--- src/rtl/jt12_eg_pkg.sv ---
// Shared constants, state codes and helpers for the envelope generator.
package jt12_eg_pkg;

  localparam int         EG_CNT_W = 15;
  localparam logic [9:0] ATT_MAX  = 10'h3FF;

  typedef enum logic [1:0] {
    ATTACK  = 2'd0,
    DECAY1  = 2'd1,
    DECAY2  = 2'd2,
    RELEASE = 2'd3
  } eg_state_t;

  // Sustain level compared against the top five attenuation bits; sl=15 maps to the floor.
  function automatic logic [4:0] sl_to_level(input logic [3:0] sl);
    return (sl == 4'hF) ? 5'd31 : {sl, 1'b0};
  endfunction

endpackage

--- src/rtl/jt12_eg_env_if.sv ---
// Link between the envelope core and the rate step calculator.
interface jt12_eg_env_if;
  import jt12_eg_pkg::*;

  // No handshake: the env drives base_rate/attack/eg_cnt/cnt_in from registers only, and the
  // step calculator answers combinationally (step/rate/sum_up/cnt_lsb) within the same clk.
  logic [4:0]          base_rate;
  logic                attack;
  logic [EG_CNT_W-1:0] eg_cnt;
  logic                cnt_in;
  logic                step;
  logic [5:0]          rate;
  logic                sum_up;
  logic                cnt_lsb;

  modport master (
    output base_rate, attack, eg_cnt, cnt_in,
    input  step, rate, sum_up, cnt_lsb
  );

  modport slave (
    input  base_rate, attack, eg_cnt, cnt_in,
    output step, rate, sum_up, cnt_lsb
  );

endinterface

--- src/rtl/jt12_eg_cnt.sv ---
// Envelope prescaler and global 15-bit envelope counter.
module jt12_eg_cnt
  import jt12_eg_pkg::*;
#(
  parameter int PRESCALE = 3
) (
  input  logic                clk,
  input  logic                rst_n,
  input  logic                clk_en,
  output logic                tick,
  output logic [EG_CNT_W-1:0] eg_cnt
);

  localparam int                  PW       = (PRESCALE > 1) ? $clog2(PRESCALE) : 1;
  localparam logic [PW-1:0]       PRE_LAST = PW'(PRESCALE - 1);
  localparam logic [EG_CNT_W-1:0] CNT_LAST = '1;
  localparam logic [EG_CNT_W-1:0] CNT_ONE  = EG_CNT_W'(1);

  logic [PW-1:0] presc;

  assign tick = clk_en && (presc == PRE_LAST);

  // Counter skips zero on wrap so zero only ever marks "just out of reset".
  always_ff @(posedge clk) begin
    if (!rst_n) begin
      presc  <= '0;
      eg_cnt <= '0;
    end else begin
      if (clk_en) presc <= (presc == PRE_LAST) ? '0 : presc + PW'(1);
      if (tick)   eg_cnt <= (eg_cnt == CNT_LAST) ? CNT_ONE : eg_cnt + CNT_ONE;
    end
  end

endmodule

--- src/rtl/jt12_eg_env.sv ---
// Single-operator envelope generator: ADSR state machine and attenuation register.
module jt12_eg_env
  import jt12_eg_pkg::*;
#(
  parameter int PRESCALE = 3,
  parameter int ATT_W    = 10
) (
  input  logic             clk,
  input  logic             rst_n,
  input  logic             clk_en,
  input  logic             keyon,
  input  logic [4:0]       ar,
  input  logic [4:0]       d1r,
  input  logic [4:0]       d2r,
  input  logic [3:0]       rr,
  input  logic [3:0]       sl,
  jt12_eg_env_if.master    sc,
  output logic [ATT_W-1:0] eg_att,
  output logic [1:0]       eg_state
);

  localparam logic [ATT_W-1:0] ATT_TOP = '1;
  localparam int               MW      = ATT_W + 5;

  eg_state_t           state_q, state_d;
  logic [ATT_W-1:0]    att_d, att_upd;
  logic [EG_CNT_W-1:0] eg_cnt;
  logic                tick, upd, kon_q, cnt_in_q, kon_rise, kon_fall;
  logic [4:0]          inc;
  logic [MW-1:0]       att_mul, att_dec;
  logic [ATT_W:0]      att_sum;

  jt12_eg_cnt #(.PRESCALE(PRESCALE)) u_cnt (
    .clk    (clk),
    .rst_n  (rst_n),
    .clk_en (clk_en),
    .tick   (tick),
    .eg_cnt (eg_cnt)
  );

  assign sc.eg_cnt = eg_cnt;
  assign sc.cnt_in = cnt_in_q;
  assign sc.attack = (state_q == ATTACK);
  assign eg_state  = state_q;

  assign upd      = tick && sc.sum_up && sc.step;
  assign kon_rise = keyon && !kon_q;
  assign kon_fall = !keyon && kon_q;

  always_comb begin
    sc.base_rate = ar;
    case (state_q)
      DECAY1:  sc.base_rate = d1r;
      DECAY2:  sc.base_rate = d2r;
      RELEASE: sc.base_rate = {rr, 1'b1};
      default: sc.base_rate = ar;
    endcase
  end

  // High rates take larger steps: 2, 4, 8, 16 for rate[5:2] = 12..15.
  always_comb begin
    inc = 5'd1;
    if (sc.rate[5:2] >= 4'd12) inc = 5'd1 << (sc.rate[5:2] - 4'd11);
  end

  // Attack is exponential towards zero; the others are linear and saturate at silence.
  always_comb begin
    att_mul = MW'(eg_att) * MW'(inc);
    att_dec = (att_mul >> 4) + MW'(1);
    att_sum = {1'b0, eg_att} + (ATT_W + 1)'(inc);
    if (state_q == ATTACK)
      att_upd = (att_dec >= MW'(eg_att)) ? '0 : eg_att - att_dec[ATT_W-1:0];
    else
      att_upd = att_sum[ATT_W] ? ATT_TOP : att_sum[ATT_W-1:0];
  end

  // Key edges take priority and drop any coincident level update.
  always_comb begin
    state_d = state_q;
    att_d   = eg_att;
    if (clk_en) begin
      if (kon_rise) begin
        if (ar == 5'd31) begin
          state_d = DECAY1;
          att_d   = '0;
        end else begin
          state_d = ATTACK;
        end
      end else if (kon_fall) begin
        state_d = RELEASE;
      end else begin
        if (upd) att_d = att_upd;
        case (state_q)
          ATTACK:  if (att_d == '0) state_d = DECAY1;
          DECAY1:  if (att_d[ATT_W-1:ATT_W-5] >= sl_to_level(sl)) state_d = DECAY2;
          default: state_d = state_q;
        endcase
      end
    end
  end

  always_ff @(posedge clk) begin
    if (!rst_n) begin
      state_q  <= RELEASE;
      eg_att   <= ATT_TOP;
      kon_q    <= 1'b0;
      cnt_in_q <= 1'b0;
    end else begin
      state_q <= state_d;
      eg_att  <= att_d;
      if (clk_en) kon_q    <= keyon;
      if (tick)   cnt_in_q <= sc.cnt_lsb;
    end
  end

endmodule

--- src/flat_wrapper.sv ---
// flat-port wrapper written by rule: the top's interface ports become plain ports
module jt12_eg_env_flat import jt12_eg_pkg::*;
#(
  parameter int PRESCALE = 3,
  parameter int ATT_W    = 10
)
  (clk, rst_n, clk_en, keyon, ar, d1r, d2r, rr, sl, eg_att, eg_state, sc_base_rate, sc_attack, sc_eg_cnt, sc_cnt_in, sc_step, sc_rate, sc_sum_up, sc_cnt_lsb);
  jt12_eg_env_if sc_i ();
  input  logic clk;
  input  logic rst_n;
  input  logic clk_en;
  input  logic keyon;
  input  logic [4:0] ar;
  input  logic [4:0] d1r;
  input  logic [4:0] d2r;
  input  logic [3:0] rr;
  input  logic [3:0] sl;
  output logic [ATT_W-1:0] eg_att;
  output logic [1:0] eg_state;
  output wire logic [$bits(sc_i.base_rate)-1:0] sc_base_rate;
  output wire logic [$bits(sc_i.attack)-1:0] sc_attack;
  output wire logic [$bits(sc_i.eg_cnt)-1:0] sc_eg_cnt;
  output wire logic [$bits(sc_i.cnt_in)-1:0] sc_cnt_in;
  input wire logic [$bits(sc_i.step)-1:0] sc_step;
  input wire logic [$bits(sc_i.rate)-1:0] sc_rate;
  input wire logic [$bits(sc_i.sum_up)-1:0] sc_sum_up;
  input wire logic [$bits(sc_i.cnt_lsb)-1:0] sc_cnt_lsb;
  assign sc_base_rate = sc_i.base_rate;
  assign sc_attack = sc_i.attack;
  assign sc_eg_cnt = sc_i.eg_cnt;
  assign sc_cnt_in = sc_i.cnt_in;
  assign sc_i.step = sc_step;
  assign sc_i.rate = sc_rate;
  assign sc_i.sum_up = sc_sum_up;
  assign sc_i.cnt_lsb = sc_cnt_lsb;
  jt12_eg_env #(.PRESCALE(PRESCALE), .ATT_W(ATT_W)) u_core (.clk(clk), .rst_n(rst_n), .clk_en(clk_en), .keyon(keyon), .ar(ar), .d1r(d1r), .d2r(d2r), .rr(rr), .sl(sl), .sc(sc_i), .eg_att(eg_att), .eg_state(eg_state));
endmodule
--- config.mk ---
export PLATFORM = sky130hd
export DESIGN_NAME = jt12_eg_env_flat
export DESIGN_NICKNAME = d
export VERILOG_FILES = /design/src/rtl/jt12_eg_pkg.sv /design/src/rtl/jt12_eg_env_if.sv /design/src/rtl/jt12_eg_cnt.sv /design/src/rtl/jt12_eg_env.sv /design/src/flat_wrapper.sv
export SDC_FILE = /design/constraint.sdc
export NUM_CORES = 1
export LEC_CHECK = 0
export ABC_AREA = 1
export CAP_MARGIN = 10
export CORE_AREA = 3 3 100 102
export DETAILED_ROUTE_END_ITERATION = 16
export DIE_AREA = 0 0 103 105
export PLACE_DENSITY_LB_ADDON = 0.08
export SYNTH_ARGS = -nofsm -noshare
export SYNTH_HDL_FRONTEND = slang
export SYNTH_SLANG_ARGS = --single-unit
--- constraint.sdc ---
create_clock -name clk -period 7.3 [get_ports clk]
set_input_delay 0.73 -clock clk [delete_from_list [all_inputs] [get_ports clk]]
set_output_delay 0.73 -clock clk [all_outputs]
set_load 0.03 [all_outputs]
# Word-level counts from Yosys, hierarchy flattened
# Index checks and enable logic that the tools add are counted.
[classes] n_shift=1 div_mod_pow=0 bitwise=0 n_eq_ne=11 mux=21 n_mul=1 n_lt_le_gt_ge=3 n_addsub=6 n_reduce_logical=12
[ops] cell="$mux W10" n=10
[ops] cell="$add A15 B1 Y15 const B" n=1
[ops] cell="$eq A15 B15 Y1 const B" n=1
[ops] cell="$ge A15 B10 Y1" n=1
[ops] cell="$mul A10 B5 Y15" n=1
[ops] cell="$mux W15" n=1
[ops] cell="$pmux W5 S3" n=1
[ops] cell="$add A11 B1 Y12 const B" n=1
[ops] cell="$add A10 B5 Y11" n=1
[ops] cell="$logic_not A10 Y1" n=1
[ops] cell="$mux W2" n=5
[ops] cell="$mux W5" n=2
[ops] cell="$sub A10 B10 Y10" n=1
[ops] cell="$ne A4 B1 Y1 const B" n=2
[ops] cell="$eq A2 B2 Y1 const B" n=3
[ops] cell="$eq A5 B5 Y1 const B" n=1
[ops] cell="$ge A5 B5 Y1" n=1
[ops] cell="$logic_and A1 B1 Y1" n=5
[ops] cell="$shl A1 B4 Y5 const A" n=1
[ops] cell="$eq A4 B4 Y1 const B" n=1
[ops] cell="$ge A4 B4 Y1 const B" n=1
[ops] cell="$pmux W2 S2" n=1
[ops] cell="$reduce_and A4 Y1" n=1
[ops] cell="$reduce_bool A4 Y1" n=1
[ops] cell="other kinds (9)" n=10
[totals] mem_bits_rw=0 output_inout_bits=34 mem_count=0 reg_bits=31 word_cells=61 latchBits=0 input_bits=36 rom_bits=0

# Depth between registers and ports, before layout
# Gate-level depths: netlist of the first run.
[depth] word_depth=17 depth_mapped=53 ltp_nobuf=52

# By module
# From an unflattened synthesis of the first run, not the netlist that was laid out.
[unflattened] hier_cells=767 area_unflattened_um2=4938.5
[by_module_without_submodules] module="jt12_eg_env" area_per_inst_um2=4015.1 cells_each=636 seq_area_each_um2=280.3 instances=1
[by_module_without_submodules] module="jt12_eg_cnt" area_per_inst_um2=923.4 cells_each=131 seq_area_each_um2=340.3 instances=1

# Least setup slack after synthesis of the first run
# No wires, ideal clock.
[synth_path] kind="input to register" start="input sc_rate[5]" end="register u_core.state_q[1] (netlist: u_core.eg_state[1])" t_arrival_ns=7.183 slack_ns=-0.015 setup_ns=0.131 n_path_buf=1 required_time_ns=7.169 path_stages=48 cell_sequence="nand2_1 -> clkbuf_1 -> nor3_1 -> inv_1 -> nor2_1 -> fa_1 -> fa_1 -> inv_1 -> fa_1 -> inv_1 -> ha_1 -> nand2_1 -> inv_2 -> nand2_2 -> nand3_1 -> nand2_4 -> nand3_2 -> inv_1 -> (+12 left out) -> nand2_1 -> nand2_1 -> nand2_1 -> nor2_4 -> nand2_4 -> o21ai_1 -> a21oi_1 -> inv_1 -> ha_1 -> a21boi_0 -> o21a_1 -> o21ai_0 -> nand2_1 -> nand2_1 -> a31oi_1 -> nand2_1 -> nand2_1 -> nand3_1"
[synth_via] elab_chain_len=15 elab_cells_between_ends=21 classes_between="add/sub (4); mul (1); order compare (3); eq/ne (2); shift (1); mux (8); reduce/logical (2)"
[synth_rtl] element="start: declaration" line_no="flat_wrapper.sv:25" rtl="input wire logic [$bits(sc_i.rate)-1:0] sc_rate;"
[synth_rtl] element="$sub A4 B4 Y4" line_no="jt12_eg_env.sv:63" rtl="if (sc.rate[5:2] >= 4'd12) inc = 5'd1 << (sc.rate[5:2] - 4'd11);"
[synth_rtl] element="$shl A1 B4 Y5" line_no="jt12_eg_env.sv:63"
[synth_rtl] element="$mux W5 (*)" line_no="jt12_eg_env.sv:63"
[synth_rtl] element="$mul A10 B5 Y15" line_no="jt12_eg_env.sv:68" rtl="att_mul = MW'(eg_att) * MW'(inc);"
[synth_rtl] element="$add A11 B1 Y12" line_no="jt12_eg_env.sv:69" rtl="att_dec = (att_mul >> 4) + MW'(1);"
[synth_rtl] element="$ge A15 B10 Y1 / $sub A10 B10 Y10 (equally long branches)" line_no="jt12_eg_env.sv:72" rtl="att_upd = (att_dec >= MW'(eg_att)) ? '0 : eg_att - att_dec[ATT_W-1:0];"
[synth_rtl] element="$mux W10" line_no="jt12_eg_env.sv:72"
[synth_rtl] element="$mux W10 (*)" line_no="jt12_eg_env.sv:71" rtl="if (state_q == ATTACK)"
[synth_rtl] element="$mux W10 (*)" line_no="jt12_eg_env.sv:92" rtl="if (upd) att_d = att_upd;"
[synth_rtl] element="$mux W10 (*)" line_no="jt12_eg_env.sv:89" rtl="end else if (kon_fall) begin"
[synth_rtl] element="$mux W10 (*)" line_no="jt12_eg_env.sv:82" rtl="if (kon_rise) begin"
[synth_rtl] element="$mux W10 (*)" line_no="jt12_eg_env.sv:81" rtl="if (clk_en) begin"
[synth_rtl] element="$ge A5 B5 Y1 / $logic_not A10 Y1 (equally long branches)" line_no="jt12_eg_env.sv:95, jt12_eg_env.sv:94"
[synth_rtl] element="$ne A4 B1 Y1 (no source line)"
[synth_rtl] element="$reduce_and A4 Y1 (no source line) (*)"
[synth_rtl] element="end signal: assignment" line_no="jt12_eg_env.sv:109" rtl="state_q <= state_d;"
[synth_rtl] element="end: declaration" line_no="jt12_eg_env.sv:25" rtl="eg_state_t state_q, state_d;"
# Every way passes the cells marked *; elsewhere a longest branch is shown, timed or not. The select of a mux whose other input is x is not followed.
# A chain may end at the register's enable or synchronous reset.

# Worst setup path after layout of the first run
# Ends and elaborated chain as after synthesis.

==> impl_metrics.ini, run 1 <==
[status]
outcome = complete, no violations

[finish]
diodes = 0
syn_to_final_growth_pct = 47.7
drive_above_1_share_pct = 30.2
final_util_pct = 75.3
fin_area_mm2 = 0.00693
final_common_cell = nand2_1
nNetsFinal = 1023
final_cell_mix = 125 x nand2_1, 117 x buf_4, 114 x inv_1, 72 x nor2_1, 63 x clkdlybuf4s50_1

[place]
io_buffer_count = 67
hpwl_mm = 11.2
placed_cell_area_mm2 = 0.00631
gp_congestion = 0.949

[global_routing]
grt_pass1_wl_mm = 23.9
grt_start_max_net_pins = 17
grt_pass1_vias = 5392
grt_use_total_pct = 27.1
antenna_found_initial = 0
grt_overflow = 0

[setup_path]
critPathCaptureType = flip-flop
worst-r2r-setup-slack_ps = 530
slowest_delay_ps = 540
path_buf_inv = 12
crit_type = in -> reg
endpoint = u_core.eg_state[1]
crit_fanout = 5
cp_common_cell = nand2_1
worstSetupStartpointType = primary input
worstPathRequired_ps = 7450
rr_worst_depth = 44
path_depth = 52
arrival_ps = 7070
critical_path.top_delay_family = simple AND/OR/NAND/NOR gates
timing.rr.start = u_core.eg_att[3]
timing.critical_path.from = sc_rate[5]
r2r_end = u_core.eg_state[0]
crit_path_top_delay_cell = fa_1

[route]
drtIter0Drc = 189
routed_wl_mm = 14.5
drt-pass1-iter-count = 5
drc = 0
wl_per_cell_um = 14.3
ant_nets = 0
via_per_inst = 5.23
dr_total_vias = 5324

[pwr]
p_leak_nw = 3.60
vdd_drop_max_mv = 0.161
power_density_mw_per_mm2 = 187

[synth]
synth.distinct_cells = 47
syn_area_mm2 = 0.00469
synthFlopType = dfxtp_1
syn_avg_cell_area_um2 = 6.55
ys_seq_area_share_pct = 13.2
synth-edff-count = 0
syn-instance-count = 716
syn_nets = 832
yosys_warnings = 0
ys_async_sr_fraction_pct = 0
synth_seq_cells = 31

[clock_network]
path_clk_slew_ps = 60
postCtsHoldBufs = 0
h-tree-depth = 2
cts_root_buffer = clkbuf_8
clk_latency_ps = 280
clock-sinks = 31
cts_tree = done
clock_path_buffers = 2
cts_buffers = 5

[sta]
clock_skew_ps = 5.73
maxSlewViolCount = 0
final.period_utilization_pct = 94.8
setup_viol = 0
slew_headroom_pct = 27.7
worst_slew_pin_slew_ps = 1080
hold_violations = 0
fin_crit_ps = 6920
max_freq_ghz = 0.144

[die]
initial_core_util_pct = 51.0
rows = 35
dieArea_mm2 = 0.0108
io_pins = 70
core_mm2 = 0.00920
die_y_um = 105
die_w_um = 103

[job]
cap_viol_max_count = 0

[hold_path]
hp-class = reg -> reg
## worst min-delay path by stage
stage                                          to                    start  slack, ps  cells past startpoint
final                     u_core.u_cnt.eg_cnt[14]  u_core.u_cnt.eg_cnt[14]        470                      2
after global placement    u_core.u_cnt.eg_cnt[14]  u_core.u_cnt.eg_cnt[14]        460                      2
after CTS                 u_core.u_cnt.eg_cnt[14]  u_core.u_cnt.eg_cnt[14]        470                      2
after detailed placement  u_core.u_cnt.eg_cnt[14]  u_core.u_cnt.eg_cnt[14]        460                      2
after floorplan                      u_core.kon_q             u_core.kon_q        520                      2
after global routing      u_core.u_cnt.eg_cnt[14]  u_core.u_cnt.eg_cnt[14]        500                      2
## cell families after synthesis
family,share of synthesized area [%]
AND/OR/NAND/NOR,33.5
buffers and inverters,11.7
AO/OA/AOI/OAI,13.3
XOR/XNOR,3.17
adder cells (fa/ha/maj),25.2
flip-flops,13.2
## tightest hold or removal path, cell delays in order (launching register included)
cell	delay, ps
dfxtp_1	320
inv_1	50
a21oi_1	50
## flip-flops by register name, summed over array words and instances (netlist names)
register	flops
u_core.sc.cnt_in	1
u_core.eg_state	2
u_core.eg_att	10
u_core.kon_q	1
u_core.u_cnt.eg_cnt	15
u_core.u_cnt.presc	2
## cells in the mapped netlist (all sizes together) (3+ instances only)
| library cell | n | area (um^2) |
|---|---|---|
| nor2 | 93 | 377 |
| nand3 | 37 | 223 |
| inv | 136 | 510 |
| nand3b | 3 | 22.5 |
| a22oi | 5 | 37.5 |
| xor2 | 14 | 123 |
| fa | 24 | 480 |
| nand2 | 173 | 724 |
| clkbuf | 7 | 26.3 |
| o31ai | 4 | 30.0 |
| clkinv | 3 | 11.3 |
| ha | 56 | 701 |
| dfxtp | 31 | 621 |
| o21ai | 25 | 129 |
| or2 | 5 | 31.3 |
| a21oi | 42 | 236 |
| a211oi | 3 | 22.5 |
| a221oi | 3 | 26.3 |
| xnor2 | 3 | 26.3 |
| nor3 | 19 | 111 |
| a31oi | 6 | 37.5 |
| nand4 | 9 | 68.8 |
| a21o | 3 | 22.5 |
## area by class of cell
class,count,area (um^2)
clock buffers,6,82.6
clock inverters,1,5.00
fillers,711,2270
inverters,139,524
multi-input cells,539,3930
flip-flops and latches,31,621
well taps,111,139
repair buffers,191,1630
## report_power, final
part	internal, mW	leakage, nW	switching [mW]	total, mW
clock	0.0738	0.0470	0.0600	0.134
combinational	0.465	3.30	0.507	0.972
sequential	0.177	0.254	0.0124	0.190
## metrics by stage
stage          worst slack [ps]  power [mW]  setup TNS [ps]  hold WS, ps  cells
3_3_place_gp               -562        1.01           -1120          457    997
3_5_place_dp               -900        1.02           -1820          456    997
2_1_floorplan              68.8       0.660               0          516    716
5_1_grt                   -41.3        1.41           -61.1          502   1018
6_report                    378        1.30               0          468   1018
4_1_cts                  0.0693        1.20               0          469   1012
## metal layers
metal / global-route usage (%) / share of wire (%) / up-vias / wire, um
met2: 50.6 / 53 / 158 / 7720
met5: 0 / 0 / - / 0
met1: 31.6 / 41 / 2474 / 5940
met4: 8.51 / 2.6 / 0 / 379
li1: - / - / 2658 / -
met3: 2.54 / 3.4 / 34 / 494
## repair_timing
item                       in CTS  in global routing
pin swaps                      22                 63
setup endpoints to repair       2                  2
gates resized for setup        42                 89
setup buffers                   8                  7
Note: power is estimated with default switching activity, not from simulation.
==> run 2: changes to the inputs <==
- CORE_AREA: 3 3 100 102 -> 3 3 103 105
- DIE_AREA: 0 0 103 105 -> 0 0 106 108
- GPL_ROUTABILITY_DRIVEN: default -> 0
- SYNTH_HIERARCHICAL: default -> 1
==> run 2 against run 1 <==
Sequential share of layout area hardly changed. Largest power group unchanged. Fmax is 0.13% lower. Non-clock buffer count is 30 lower. Synthesized area is 5.3% higher. Register-to-register slack better by 150 ps. Synthesized cell count is 7.1% higher. Sequential power hardly changed. Critical path depth is 5 lower. Routed wire length is 2.2% higher.
==> impl_metrics.ini, run 2 <==
[status]
outcome = complete, no violations

[synth]
synth_top_area_share_pct = 14.6
yosys.area.top_type = nand2_1
ys_seq_area_share_pct = 12.6
ys_async_sr_fraction_pct = 0
syn_nets = 883
synthFlopType = dfxtp_1
ys_top_cells_by_count = 192 x nand2_1, 140 x inv_1, 82 x nor2_1
syn_area_mm2 = 0.00494
synthMostInstantiatedCell = nand2_1
synth.distinct_cells = 46
synth_seq_cells = 31
synth-edff-count = 0
yosys_warnings = 6
syn-instance-count = 767
syn_avg_cell_area_um2 = 6.44
synth_area_leaders = nand2_1 15%, ha_1 14%, dfxtp_1 13%

[job]
cap_viol_max_count = 0

[die]
die_y_um = 108
initial_core_util_pct = 50.8
rows = 36
io_pins = 70
dieArea_mm2 = 0.0114
core_mm2 = 0.00973
die_w_um = 106

[pwr]
power.share.clock_pct = 15.7
sw_frac_of_total_pct = 43.2
power_switching_uw = 570
p_int_uw = 749
p_seq_share_pct = 14.6
p_leak_nw = 3.58
power_density_mw_per_mm2 = 190
vdd_drop_max_mv = 0.123
combPwrFrac_pct = 69.8

[route]
wl_per_cell_um = 14.0
ant_nets = 0
drt-pass1-iter-count = 5
routed_wl_mm = 14.9
dr_total_vias = 5540
drc = 0
drtIter0Drc = 519
via_per_inst = 5.22

[sta]
worst_slew_pin_slew_ps = 759
max_freq_ghz = 0.144
setup_viol = 0
setup_slack_ps = 369
slew_headroom_pct = 49.3
final.period_utilization_pct = 94.9
clock_skew_ps = 8.19
hold_violations = 0
setup_tns_ps = 0
maxSlewViolCount = 0
fin_crit_ps = 6930

[clock_network]
clock-sinks = 31
clk_latency_ps = 290
cts_root_buffer = clkbuf_8
clock_path_buffers = 2
h-tree-depth = 2
path_clk_slew_ps = 80
cts_tree = done
cts_buffers = 5

[global_routing]
grt_pass1_wl_mm = 24.0
grt_start_max_net_pins = 20
grt_pass1_vias = 5354
grt_use_total_pct = 25.3
antenna_found_initial = 0
grt_overflow = 0

[place]
io_buffer_count = 67
pre_cts_ws_ps = -570
hpwl_mm = 11.6
placed_cell_area_mm2 = 0.00634

[hold_path]
min_from = u_core/u_cnt/eg_cnt[14]
hp-class = reg -> reg

[setup_path]
critPathCaptureType = flip-flop
worstPathRequired_ps = 7430
timing.rr.start = u_core/eg_att[1]
timing.critical_path.from = sc_rate[4]
crit_path_top_delay_cell = fa_1
crit_fanout = 6
worstSetupStartpointType = primary input
slowest_delay_ps = 530
arrival_ps = 7070
cp_common_cell = buf_4
crit_type = in -> reg

[finish]
layout.area.seq_um2 = 621
final_cell_mix = 177 x nand2_1, 134 x inv_1, 92 x buf_4, 78 x nor2_1, 63 x clkdlybuf4s50_1
largest_reg_flops = 15
regMostFlops = u_core/u_cnt/eg_cnt
drive_above_1_share_pct = 23.0
fin_area_mm2 = 0.00695
multi_input_area_mm2 = 0.00409
nNetsFinal = 1044
syn_to_final_growth_pct = 40.6
reg_top3 = u_core/u_cnt/eg_cnt (15), u_core/eg_att (10)
fillers = 858
final_common_cell = nand2_1
diodes = 0
## run 2: cell types whose count changed in the layout (fill, tap and decap cells not counted), moves of 7 or more
| cell | previous run | this run |
|---|---|---|
| buf_4 | 117 | 92 |
| buf_6 | 10 | 2 |
| inv_1 | 114 | 134 |
| inv_2 | 21 | 8 |
| nand2_1 | 125 | 177 |
| nand4_1 | 7 | 18 |
| nor3_1 | 12 | 4 |
| xnor2_1 | 3 | 10 |
## run 2: cells by family (layout without fill, tap and decap cells)
family | Yosys count | in the layout | synth area share (%)
AOI/OAI and AO/OA | 94 | 94 | 11.7
xor gates and xnor gates | 23 | 23 | 4.08
adders and majority gates | 80 | 80 | 23.9
buffers and inverters | 153 | 315 | 11.6
DFF | 31 | 31 | 12.6
and+or+nand+nor | 386 | 386 | 36.1
## run 2: through the flow
stage / utilization [%] / power, mW / hold slack, ps / std cells
floorplan: - / 0.690 / 478 / 767
global placement: 65.2 / 0.970 / 494 / 1039
detailed placement: 65.2 / 0.986 / 503 / 1039
CTS: 69.2 / 1.25 / 526 / 1059
global route: 71.4 / 1.42 / 577 / 1062
finish: 71.4 / 1.32 / 519 / 1062
## run 2: critical path: cells and delay by family
family,cells,cell delay [ps]
adders and majority gates,5,2020
AOI/OAI and AO/OA,3,470
xor gates and xnor gates,1,210
buffers and inverters,15,1440
and+or+nand+nor,23,2170
## run 2: final cells by class
type | count | area share (%)
clock inverters | 2 | 0.865
well taps | 133 | 2.40
clock buffers | 6 | 1.04
inverters | 146 | 7.93
flip-flops and latches | 31 | 8.94
multi-input cells | 583 | 58.9
repair buffers | 161 | 20.0
## run 2: path summary, 6_finish.rpt
kind,end,slack [ps],cells past startpoint
hold / removal,u_core/u_cnt/eg_cnt[14],520,2
hold reg to reg,u_core/u_cnt/eg_cnt[14],520,2
setup reg to reg,u_core/eg_state[1],680,43
setup / recovery,u_core/eg_state[1],370,47
## run 2: power by group through the flow
stage | clock, mW | combinational [mW] | sequential (mW)
floorplan | 0 | 0.484 | 0.206
global placement | 0 | 0.775 | 0.195
detailed placement | 0 | 0.790 | 0.196
CTS | 0.211 | 0.842 | 0.192
global route | 0.219 | 1.01 | 0.194
finish | 0.207 | 0.920 | 0.192
## run 2: layer usage
metal / GRT usage, % / vias to the layer above / wire length (um)
met2: 44.8 / 174 / 7440
met4: 6.48 / 0 / 256
li1: - / 2742 / -
met5: 0 / - / 0
met1: 32.4 / 2592 / 6330
met3: 3.76 / 32 / 834
## run 2: what timing repair did
item,4_1_cts,5_1_grt
pin swaps,8,30
gates cloned,0,0
hold buffers,0,0
resized for setup,31,48
setup endpoints to repair,2,2
setup buffers,12,3
==> run 3: changes to the inputs <==
- CORE_AREA: 3 3 103 105 -> 3 3 99 101
- DIE_AREA: 0 0 106 108 -> 0 0 102 104
- clock period: 7.3 -> 7.7 ns (I/O delays scaled with it)
==> run 3 against run 2 <==
Flip-flop and latch count did not move. First-iteration DRC count fell by 44%. Sequential share of layout area rose by 1.0 points. Utilization fell by 3.1 points. Critical endpoint unchanged.
==> impl_metrics.ini, run 3 (same netlist as run 2, synthesis figures left out) <==
[global_routing]
grt_use_total_pct = 25.0
grt_pass1_vias = 4824
grt_overflow = 0
antenna_found_initial = 0
grt_pass1_wl_mm = 22.1
grt_start_max_net_pins = 20

[pwr]
power.share.clock_pct = 15.6
p_seq_share_pct = 17.7
p_int_uw = 559
sw_frac_of_total_pct = 46.5
combPwrFrac_pct = 66.7
p_leak_nw = 3.25
power_switching_uw = 486
vdd_drop_max_mv = 0.109
power_density_mw_per_mm2 = 168

[sta]
fin_crit_ps = 7190
maxSlewViolCount = 0
max_freq_ghz = 0.139
worst_slew_pin_slew_ps = 721
final.period_utilization_pct = 93.3
setup_viol = 0
rsz0062_at_grt = false
slew_headroom_pct = 51.9
hold_violations = 0
clock_skew_ps = 6.78
whs_ps = 532

[route]
dr_total_vias = 5191
wl_per_cell_um = 13.5
drc = 0
drt-pass1-iter-count = 5
ant_nets = 0
drtIter0Drc = 290
routed_wl_mm = 13.2
via_per_inst = 5.31

[setup_path]
crit_fanout = 5
crit_path_top_delay_cell = fa_1
r2r_end = u_core/eg_state[1]
path_buf_inv = 9
rr_worst_depth = 39
worst-r2r-setup-slack_ps = 920
timing.rr.start = u_core/eg_att[6]
crit_type = in -> reg
critPathCaptureType = flip-flop
worstSetupStartpointType = primary input
path_depth = 44
timing.critical_path.from = sc_rate[2]
slowest_delay_ps = 550
worstPathRequired_ps = 7850
critical_path.top_delay_family = adder cells
arrival_ps = 7330

[finish]
nNetsFinal = 981
largest_reg_flops = 15
layout.area.seq_um2 = 621
final_cell_mix = 188 x nand2_1, 138 x inv_1, 77 x nor2_1, 63 x clkdlybuf4s50_1, 52 x ha_1
regMostFlops = u_core/u_cnt/eg_cnt
drive_above_1_share_pct = 14.2
fillers = 809
fin_area_mm2 = 0.00622
reg_top3 = u_core/u_cnt/eg_cnt (15), u_core/eg_att (10)
final_common_cell = nand2_1
multi_input_area_mm2 = 0.00388
diodes = 0
syn_to_final_growth_pct = 25.9

[place]
hpwl_mm = 10.7
placed_cell_area_mm2 = 0.00593
io_buffer_count = 67

[die]
core_mm2 = 0.00911
initial_core_util_pct = 54.2
io_pins = 70
rows = 35
die_w_um = 102
die_y_um = 104
dieArea_mm2 = 0.0106

[clock_network]
cts_buffers = 5
h-tree-depth = 2
cts_root_buffer = clkbuf_8
clk_latency_ps = 290
clock-sinks = 31
path_clk_slew_ps = 70
cts_tree = done
clock_path_buffers = 2

[hold_path]
hold_path_depth = 2
hp-class = reg -> reg
hold-path-endpoint = u_core/u_cnt/eg_cnt[14]
min_from = u_core/u_cnt/eg_cnt[14]

[status]
outcome = complete, no violations

[job]
cap_viol_max_count = 0
## run 3: changes by cell type in the layout (fill, tap and decap cells not counted), sizes merged
cell          delta
dlymetal6s2s     +1
clkbuf           -2
bufinv           -1
buf             -63
inv              -1
clkinv           +2
clkinvlp         +1
## run 3: power by group through the flow
stage,logic (mW),registers (mW),clock network [mW]
6_report,0.697,0.185,0.163
4_1_cts,0.660,0.184,0.167
3_5_place_dp,0.656,0.188,0
5_1_grt,0.781,0.186,0.174
3_3_place_gp,0.641,0.188,0
2_1_floorplan,0.459,0.195,0
## run 3: worst reg2reg max path, delay by kind of cell (launching register included)
family	cells	cell delay, ps
xor+xnor	1	210
flops	1	590
fa+ha+maj	6	2410
buf+inv	5	590
simple gates	20	1990
compound gates	7	850
## run 3: area by class of cell
type	count	area share (%)
well taps	111	2.23
repair buffers	98	14.7
flip-flops and latches	31	9.98
clock inverters	3	0.705
inverters	146	8.88
clock buffers	5	1.11
multi-input cells	583	62.4
## run 3: metal layers
layer	share of wire [%]	GRT usage [%]	routed length, um	up-vias
met5	0	0	0	-
met4	1.2	4.69	154	0
met3	5.8	3.15	764	17
met2	47	39.9	6200	158
met1	46	36.1	6040	2402
li1	-	-	-	2614
## run 3: worst max path at each step
stage               slack, ps                 end
detailed placement       -160  u_core/eg_state[1]
finish                    510  u_core/eg_state[1]
floorplan                 560  u_core/eg_state[0]
global placement          -20  u_core/eg_state[1]
global route              100  u_core/eg_state[0]
CTS                       120  u_core/eg_state[1]
## run 3: timing repair
item,CTS,global route
setup buffers,0,3
hold buffers,0,0
resized for setup,0,33
endpoints found under the setup margin,0,2
hold endpoints to repair,0,0
## run 3: metrics by stage
step	std cells	setup WS, ps	setup TNS (ps)	util (%)	total power, mW
floorplan	767	562	0	-	0.654
global placement	966	-17.0	-33.8	65.1	0.829
detailed placement	966	-164	-325	65.1	0.845
CTS	974	118	0	66.4	1.01
global route	977	97.5	0	68.2	1.14
finish	977	515	0	68.2	1.04
